$ cat src/rtl/ram_bus_master.sv
// rtl/ram_bus_master.sv - single-request RAM bus master with programmable wait states
// Optional odd-word-address trap: define RAM_BUS_MASTER_ODD_TRAP_EN.
module ram_bus_master #(
    parameter int WAIT_STATES = 1
) (
    input  logic        clk,
    input  logic        reset,
    input  logic        req,
    input  logic        we,
    input  logic        byte_op,
    input  logic [15:0] addr,
    input  logic [15:0] wdata,
    output logic [15:0] rdata,
    output logic        ack,
    output logic        err,
    output logic        busy,
    output logic [15:0] ram_addr,
    output logic [15:0] ram_di,
    input  logic [15:0] ram_do,
    output logic        ram_ce_n,
    output logic        ram_we_n,
    output logic        ram_byte_op
);

    typedef enum logic [2:0] {
        S_IDLE,
        S_SETUP,
        S_WAIT,
        S_XFER,
        S_DONE
    } state_t;

    state_t      r_state;
    logic [3:0]  r_cnt;
    logic        r_we;
    logic        r_byte;
    logic [15:0] r_addr;
    logic [15:0] r_di;
    logic [15:0] r_rdata;
    logic        r_ce_n;
    logic        r_we_n;
    logic        r_ack;

    // Odd byte address selects the high lane of the RAM word.
    logic [15:0] w_rd_byte;
    assign w_rd_byte = {8'h00, r_addr[0] ? ram_do[15:8] : ram_do[7:0]};

`ifdef RAM_BUS_MASTER_ODD_TRAP_EN
    logic r_err;
    logic w_odd;
    assign w_odd = ~byte_op & addr[0];
    assign err   = r_err;
`else
    assign err   = 1'b0;
`endif

    always_ff @(posedge clk) begin
        if (!reset) begin
            r_state <= S_IDLE;
            r_cnt   <= 4'd0;
            r_we    <= 1'b0;
            r_byte  <= 1'b0;
            r_addr  <= 16'd0;
            r_di    <= 16'd0;
            r_rdata <= 16'd0;
            r_ce_n  <= 1'b1;
            r_we_n  <= 1'b1;
            r_ack   <= 1'b0;
`ifdef RAM_BUS_MASTER_ODD_TRAP_EN
            r_err   <= 1'b0;
`endif
        end else begin
            r_ack <= 1'b0;
`ifdef RAM_BUS_MASTER_ODD_TRAP_EN
            r_err <= 1'b0;
`endif
            case (r_state)
                S_IDLE: begin
                    if (req) begin
                        r_we   <= we;
                        r_byte <= byte_op;
                        r_di   <= wdata;
`ifdef RAM_BUS_MASTER_ODD_TRAP_EN
                        r_addr <= addr;
                        if (w_odd) begin
                            r_state <= S_DONE;
                            r_ack   <= 1'b1;
                            r_err   <= 1'b1;
                        end else begin
                            r_state <= S_SETUP;
                            r_ce_n  <= 1'b0;
                        end
`else
                        r_addr  <= {addr[15:1], addr[0] & byte_op};
                        r_state <= S_SETUP;
                        r_ce_n  <= 1'b0;
`endif
                    end
                end
                S_SETUP: begin
                    r_cnt <= 4'(WAIT_STATES);
                    if (WAIT_STATES > 0) begin
                        r_state <= S_WAIT;
                    end else begin
                        r_state <= S_XFER;
                        r_we_n  <= ~r_we;
                    end
                end
                S_WAIT: begin
                    r_cnt <= r_cnt - 4'd1;
                    if (r_cnt <= 4'd1) begin
                        r_state <= S_XFER;
                        r_we_n  <= ~r_we;
                    end
                end
                S_XFER: begin
                    r_state <= S_DONE;
                    r_ce_n  <= 1'b1;
                    r_we_n  <= 1'b1;
                    r_ack   <= 1'b1;
                    if (!r_we) begin
                        r_rdata <= r_byte ? w_rd_byte : ram_do;
                    end
                end
                S_DONE: begin
                    r_state <= S_IDLE;
                end
                default: begin
                    r_state <= S_IDLE;
                    r_ce_n  <= 1'b1;
                    r_we_n  <= 1'b1;
                end
            endcase
        end
    end

    assign rdata       = r_rdata;
    assign ack         = r_ack;
    assign busy        = (r_state != S_IDLE);
    assign ram_addr    = r_addr;
    assign ram_di      = r_di;
    assign ram_ce_n    = r_ce_n;
    assign ram_we_n    = r_we_n;
    assign ram_byte_op = r_byte;

endmodule

$ cat config.mk
export PLATFORM = sky130hd
export DESIGN_NAME = ram_bus_master
export DESIGN_NICKNAME = d
export VERILOG_FILES = /design/src/rtl/ram_bus_master.sv
export SDC_FILE = /design/constraint.sdc
export NUM_CORES = 1
export LEC_CHECK = 0
export CORE_MARGIN = 2
export CORE_UTILIZATION = 45
export CTS_CLUSTER_SIZE = 30
export DETAILED_ROUTE_END_ITERATION = 10
export HOLD_SLACK_MARGIN = 0.1
export PLACE_DENSITY = 0.84
export SLEW_MARGIN = 25
export SYNTH_ARGS = -nofsm -noshare
export SYNTH_HDL_FRONTEND = slang
export SYNTH_SLANG_ARGS = --single-unit
$ cat constraint.sdc
create_clock -name clk -period 3.5 [get_ports clk]
set_clock_uncertainty 0.2 [all_clocks]
set_input_delay 0.525 -clock clk [delete_from_list [all_inputs] [get_ports clk]]
set_output_delay 0.525 -clock clk [all_outputs]
set_load 0.02 [all_outputs]
# After elaboration in Yosys (flattened, before gate mapping)
# Cells that the tools add are included.
dict set report classes {
  bitwise 4
  eq_ne 6
  order_cmp 1
  reduce_logical 10
  addsub 1
  muxes 11
}
# op count
set op_table {}
lappend op_table {{$mux 16} 1}
lappend op_table {{$pmux 3 s4} 1}
lappend op_table {{$reduce_and 2->1} 5}
lappend op_table {{$mux 8} 1}
lappend op_table {{$pmux 4 s2} 1}
lappend op_table {{$eq 3x2->1 const B} 2}
lappend op_table {{$mux 3} 2}
lappend op_table {{$reduce_or 3->1} 2}
lappend op_table {{$le 4x1->1 const B} 1}
lappend op_table {{$ne 2x2->1 const B} 2}
lappend op_table {{$pmux 1 s2} 2}
lappend op_table {{$sub 4x1->4 const B} 1}
lappend op_table {{$eq 3x1->1 const B} 1}
lappend op_table {{$eq 3x3->1 const B} 1}
lappend op_table {{$logic_not 3->1} 1}
lappend op_table {{$mux 1} 3}
lappend op_table {{$not 1->1} 3}
lappend op_table {{$reduce_bool 3->1} 1}
lappend op_table {{$reduce_bool 2->1} 1}
lappend op_table {{$and 1x1->1} 1}
dict set report totals {
  reg_bits 60
  inputBits 53
  word_cells 43
}

# Longest topological paths before layout
dict set report depth {
  ltp_word 4
  mapped_depth 6
}

# Least setup slack after synthesis
# OpenSTA, ideal clock, no wires.
dict set report synth_path {
  path_type {reg2out}
  start {register r_state[0]}
  end {output port busy}
  path_slack_ns 1.696
  path_stages_with_launch 4
  arrival_time_ns 1.079
  cell_sequence {dfxtp_1 buf_4 clkbuf_1 or3_1}
}
dict set report synth_between {
  elab_chain_len 1
}
# item line
set synth_rtl {}
lappend synth_rtl {{start: declaration} 33} ;# state_t r_state;
lappend synth_rtl {{start signal: assignment} 59} ;# r_state <= S_IDLE;
lappend synth_rtl {{start signal: assignment} 95} ;# r_state <= S_SETUP;
lappend synth_rtl {{start signal: assignment} 103} ;# r_state <= S_WAIT;
lappend synth_rtl {{$reduce_bool 3->1} 139} ;# assign busy = (r_state != S_IDLE);
lappend synth_rtl {{end: declaration} 16} ;# output logic busy,
# Every way passes these cells.

# Worst setup path after layout
# Ends and elaborated chain as after synthesis.

==> results.json <==
{
  "top_level_ports": 107,
  "post-route-worst-setup-slack_ns": 0.910,
  "seqPwrFrac_pct": 45.5,
  "worst_path_dominant_cell_family": "flip-flops",
  "path_max_fanout": 20,
  "vdd.ir_drop.worst_uv": 295,
  "yosys.area.top_type": "dfxtp_1",
  "yosysTopAreaCellShare_pct": 49.0,
  "io_buffers": 105,
  "max_cap_viol_count": 0,
  "die_x_um": 77.8,
  "crit_chain": "or3_1, clkdlybuf4s50_1",
  "grt_pass1_vias": 2045,
  "post_synth_top_flop": "dfxtp_1",
  "timing.critical_path.from_type": "register",
  "synth_area_leaders": "dfxtp_1, nand2_1, a21oi_1, a311oi_1, nand3b_1",
  "drtPass1Iterations": 4,
  "grt_start_max_net_pins": 54,
  "grt_pass1_wl_um": 9710,
  "routed_wirelength_um": 6090,
  "switching_share_pct": 30.3,
  "grt_antenna_before_repair": 0,
  "num-fill-cells": 421,
  "period_share_pct": 74.0,
  "timing_worst_slew_pin_value_ns": 0.883,
  "synthesis.area_um2": 2450,
  "clk_transition_reported_paths_ns": 0.06,
  "min_period_ns": 2.59,
  "clock-root-buffer": "clkbuf_8",
  "gp_congestion": 0.746,
  "final_cell_count_no_fill": 465,
  "timing_hold_violations_final": 0,
  "ys_seq_elements": 60,
  "synth.net_count": 353,
  "timing.hold.ws_ns": 0.250,
  "postSynthAreaPerCell_um2": 8.23,
  "timing.hold.worst.class": "reg2reg",
  "rsz_0062_raised_after_global_routing": "false",
  "setup_viol_count_final": 0,
  "slew_violations": 0,
  "coreArea_um2": 5170,
  "final_design_area_no_fill_um2": 3630,
  "critical_path_class": "reg2out",
  "power_frac_comb_pct": 24.6,
  "worstPathRequired_ns": 2.77,
  "worst_path_largest_cell_delay_ns": 0.75,
  "synth_sequential_area_ratio_pct": 49.0,
  "groute.usage.overall_pct": 20.3,
  "clkPwrFrac_pct": 29.9,
  "dp_cells": 449,
  "syn_to_final_growth_pct": 48.0,
  "regArea_um2": 1200,
  "num_vias": 2350,
  "synth_commonest_cells": "nand2_1, dfxtp_1, a21oi_1",
  "die_height_um": 77.8,
  "multi_input_area_um2": 1090,
  "drt_drc_violations_left": 0,
  "crit_path_top_delay_cell": "dfxtp_1",
  "critPathArrivalTime_ns": 1.86,
  "fmax_ghz": 0.386,
  "initial_utilization_pct": 47.4,
  "critPathBufInv": 1,
  "dieArea_um2": 6050,
  "clk_path_buf_depth": 2,
  "power_switching_mw": 0.538,
  "dpl-instance-area_um2": 3460,
  "yosysUniqueCellTypes": 40,
  "cts_setup_buffers": 0,
  "cts.htree.levels": 3,
  "cts_tree": "built",
  "clock_sink_count": 60,
  "syn-instance-count": 298,
  "ant_nets": 0,
  "gr_ovfl_total": 0,
  "post_cts.resized_instances": 0,
  "finish.utilization_pct": 70.1,
  "endpoint_kind": "output port",
  "final_power_mw": 1.77,
  "postCtsHoldBufs": 0,
  "power_per_cell_area_nw_per_um2": 489,
  "synth_edf_count": 0,
  "wl_per_cell_um": 13.1,
  "synthMostInstantiatedCell": "nand2_1",
  "fin_nets": 445,
  "share_of_cells_above_drive_strength_1_pct": 5.57,
  "run_status": "finished, final reports clean",
  "diodes_inserted": 0,
  "worst_skew_pair.late_latency_ns": 0.33,
  "relSlewSlack_pct": 41.0,
  "placement_rows": 26,
  "async_reset_ff_share_pct": 0,
  "setup_tns_ns": 0,
  "power.internal_mw": 1.24,
  "p_leak_nw": 1.32,
  "first_iter_violations": 111,
  "hpwl_um": 4150,
  "synthesis.yosys.warnings": 0,
  "cts_made_buffers": 9,
  "route.detailed.vias_per_inst": 5.05,
  "post-place-ws_ns": 1.21
}
[worst min-delay path: cells and delay by family, from the launching register on]
family / cells / cell delay [ns]
flip-flops: 1 / 0.30
AND/OR/NAND/NOR: 1 / 0.05
AO/OA/AOI/OAI: 1 / 0.05
[routing by layer]
| metal | global-route usage, % | share of wire [%] | up-vias |
|---|---|---|---|
| met3 | 6.28 | 7.2 | 12 |
| met5 | 0 | 0 | - |
| met4 | 9.82 | 2.3 | 0 |
| met1 | 25.1 | 44 | 1063 |
| met2 | 31.9 | 46 | 86 |
| li1 | - | - | 1189 |
[cells by family (layout without fill, tap and decap cells)]
family                     count (synthesis)  after routing  synth area share [%]
and+or+nand+nor                          136            136                  26.2
AOI/OAI and AO/OA                         67             67                  16.0
DFF                                       60             60                  49.0
buffers and inverters                     29            126                  6.43
adders and majority gates                  3              3                  1.43
other                                      1              1                 0.153
xor gates and xnor gates                   1              1                 0.357
muxes                                      1              1                 0.408
[final cells by class]
type                       instances  share of cell area, %
clock inverter                     5                  0.759
multi-input combinational        209                   30.1
tap                               70                   2.41
inverter                           3                  0.310
clock buffer                      11                   3.90
sequential                        60                   33.1
timing repair buffer             107                   29.4
[worst paths after layout]
kind,startpoint,endpoint,slack [ns],cells after the start
setup / recovery,r_state[0],busy,0.91,2
hold / removal,rdata[10],rdata[10],0.25,2
setup reg to reg,r_state[0],rdata[5],1.23,3
hold reg to reg,rdata[10],rdata[10],0.25,2
[sequential cells by signal (all words and copies together) (netlist names)]
register and flops:
r_state 3, ram_byte_op 1, rdata 16, ack 1, ram_addr 16, ram_ce_n 1
ram_we_n 1, r_cnt 4, ram_di 16, r_we 1
[power groups by stage]
stage               clock [mW]  combinational (mW)  sequential, mW
global placement             0               0.430           0.819
finish                   0.530               0.436           0.807
CTS                      0.544               0.440           0.807
floorplan                    0               0.228           0.850
detailed placement           0               0.438           0.822
global route             0.578               0.474           0.819
[cells in the final DEF (no fill, tap or decap), drive strengths merged, types with 2 or more instances in the layout]
cell type,n
nor4b,2
nor3,2
nand2,87
o21ai,4
and3,2
dfxtp,60
a311oi,8
a21oi,48
clkinv,4
ha,2
a211oi,2
nor2,14
nand3,9
clkdlybuf4s50,105
clkbuf,11
nand3b,9
inv,3
buf,2
nand4bb,2
nand2b,2
No activity file was read; power rests on OpenSTA's default activity.
==> patch: new RTL, same settings <==
Encoding of `state_t`: now Gray code (3 bits for 5 states).
--- a/src/rtl/ram_bus_master.sv
+++ b/src/rtl/ram_bus_master.sv
@@ -23,11 +23,11 @@
 );
 
     typedef enum logic [2:0] {
-        S_IDLE,
-        S_SETUP,
-        S_WAIT,
-        S_XFER,
-        S_DONE
+        S_IDLE  = 3'b000,
+        S_SETUP = 3'b001,
+        S_WAIT  = 3'b011,
+        S_XFER  = 3'b010,
+        S_DONE  = 3'b110
     } state_t;
 
     state_t      r_state;
Behaviour: no difference found for any inputs over 10 cycles, from zero or initial values and one cycle with reset low; not proved beyond that.
==> patch against the unedited design <==
  * Sequential power down 2.6%
  * Power increased by 1.9%
  * Sequential cell count unchanged
  * Non-clock buffer count is 1 higher
  * Wire length rose by 8.5%
  * Largest cell class unchanged
  * Design area rose by 0.76%
  * Synthesized area fell by 1.4%
  * First-iteration DRC count grew 46%
  * Clock power rose by 20%
  * Core utilization rose by 0.98 points
  * Worst setup slack improved by 0.024 ns
  * Final cell count stayed put
  * Synthesized cell count down 1.0%
==> patch: results <==
drt:
  detail_route.first_pass.iterations: 4
  vias_per_cell: 5.148
  route.met2.wl_mm: 3.114
  route.detailed.wl_per_inst_um: 14.22
  met1_length_mm: 2.689
  routed-via-count: 2394
  drt_iter0_drcs: 162
  met3RoutedLength_um: 686
yosys:
  avgSynthCellArea_um2: 8.190
  cells_taking_the_most_area_after_synthesis: "sky130_fd_sc_hd__dfxtp_1, sky130_fd_sc_hd__nand2_1, sky130_fd_sc_hd__a21oi_1"
  synth_cell_types: 33
  ys_seq_area_share_pct: 49.72
  synth_fp_nets: 350
  synth.cells.most_frequent: "sky130_fd_sc_hd__nand2_1, sky130_fd_sc_hd__dfxtp_1, sky130_fd_sc_hd__a21oi_1"
timing:
  max_slew.worst_pin.slew_ns: 0.9015
finish:
  post_route_cells_drive_above_1_share_pct: 5.063
  filler_cell_count: 442
  post_layout_inst_area_um2: 3655
  finish.net_count: 446
setup_path:
  cp.arrival_ns: 1.84
  worstPathMaxFanout: 16
  r2r-start: "r_state[2]"
pwr:
  leakage_nw: 1.334
  vdd_ir_drop_max_uv: 357.1
  power.share.switching_pct: 27.39
placed_design:
  place_congestion: 0.7740
  dpl.hpwl_mm: 4.471
  post_dp_cell_area_um2: 3452
grt:
  all_layer_gr_usage_pct: 22.85
  grt_start_max_net_pins: 56
  grt_first_pass_wirelength_mm: 10.79
  first_global_vias: 2248
clocking:
  worst_skew_pair.late_latency_ns: 0.33
  cts_setup_buffers: 0
  cts_max_level: 3
worst_hold_path:
  min-delay-start: "ram_di[6]"
outcome:
  run_status: "completed"
## patch: cell count changes after synthesis, moves of 2 or more
cell and delta:
sky130_fd_sc_hd__inv_1 +2, sky130_fd_sc_hd__or3_1 +2, sky130_fd_sc_hd__buf_4 -3, sky130_fd_sc_hd__and3_1 -2, sky130_fd_sc_hd__a211oi_1 -2, sky130_fd_sc_hd__nand2_1 +2
sky130_fd_sc_hd__nor2_1 -3, sky130_fd_sc_hd__nand4bb_1 -2, sky130_fd_sc_hd__nor4_1 +3, sky130_fd_sc_hd__nand4b_1 +2
## patch: per-layer routing
layer  vias to the layer above  global-route usage (%)
met2                        98                   35.74
met5                         -                       0
li1                       1191                       -
met1                      1095                   26.99
met4                         0                   11.07
met3                        10                   9.529
## patch: area by class of cell
type	instances	area (µm²)	area share (%)
tap	70	87.58	2.396
timing repair buffer	108	1074	29.37
multi-input combinational	207	1071	29.31
clock buffer	14	172.7	4.724
clock inverter	1	30.03	0.8216
inverter	5	18.77	0.5135
sequential	60	1201	32.87
## patch: stage by stage
stage          util (%)  worst slack (ns)
2_1_floorplan         -             1.746
3_3_place_gp      67.16             1.211
3_5_place_dp      67.16             1.153
4_1_cts           71.11            0.9262
5_1_grt           71.11            0.8871
6_report          71.11            0.9340
## patch: final timing paths
path	endpoint	slack, ns	depth (start not counted)
max	busy	0.93	2
min	ram_di[6]	0.25	2
max reg2reg	ram_di[8]	1.57	4
min reg2reg	ram_di[6]	0.25	2
## patch: power groups by stage
stage	Combinational, W	Sequential (W)	Clock (W)
after global placement	0.000376	0.000796	0
after global routing	0.000418	0.000793	0.000675
final	0.000385	0.000786	0.000637
after CTS	0.000387	0.000785	0.000647
after detailed placement	0.000384	0.000799	0
after floorplan	0.000165	0.000838	0
## patch: cell families (layout without fill, tap and decap cells)
kind of cell    after synthesis  count (layout)  share of synthesized area [%]
flops                        60              60                          49.72
compound gates               64              64                          15.12
simple gates                140             140                          28.02
fa+ha+maj                     2               2                          1.036
buf+inv                      28             128                          5.955
other cells                   1               1                         0.1552
## patch: worst max-delay path, stage by stage, from the launching register on
cell,delay (ns)
sky130_fd_sc_hd__dfxtp_1,0.70
sky130_fd_sc_hd__or3_1,0.21
sky130_fd_sc_hd__clkdlybuf4s50_1,0.60
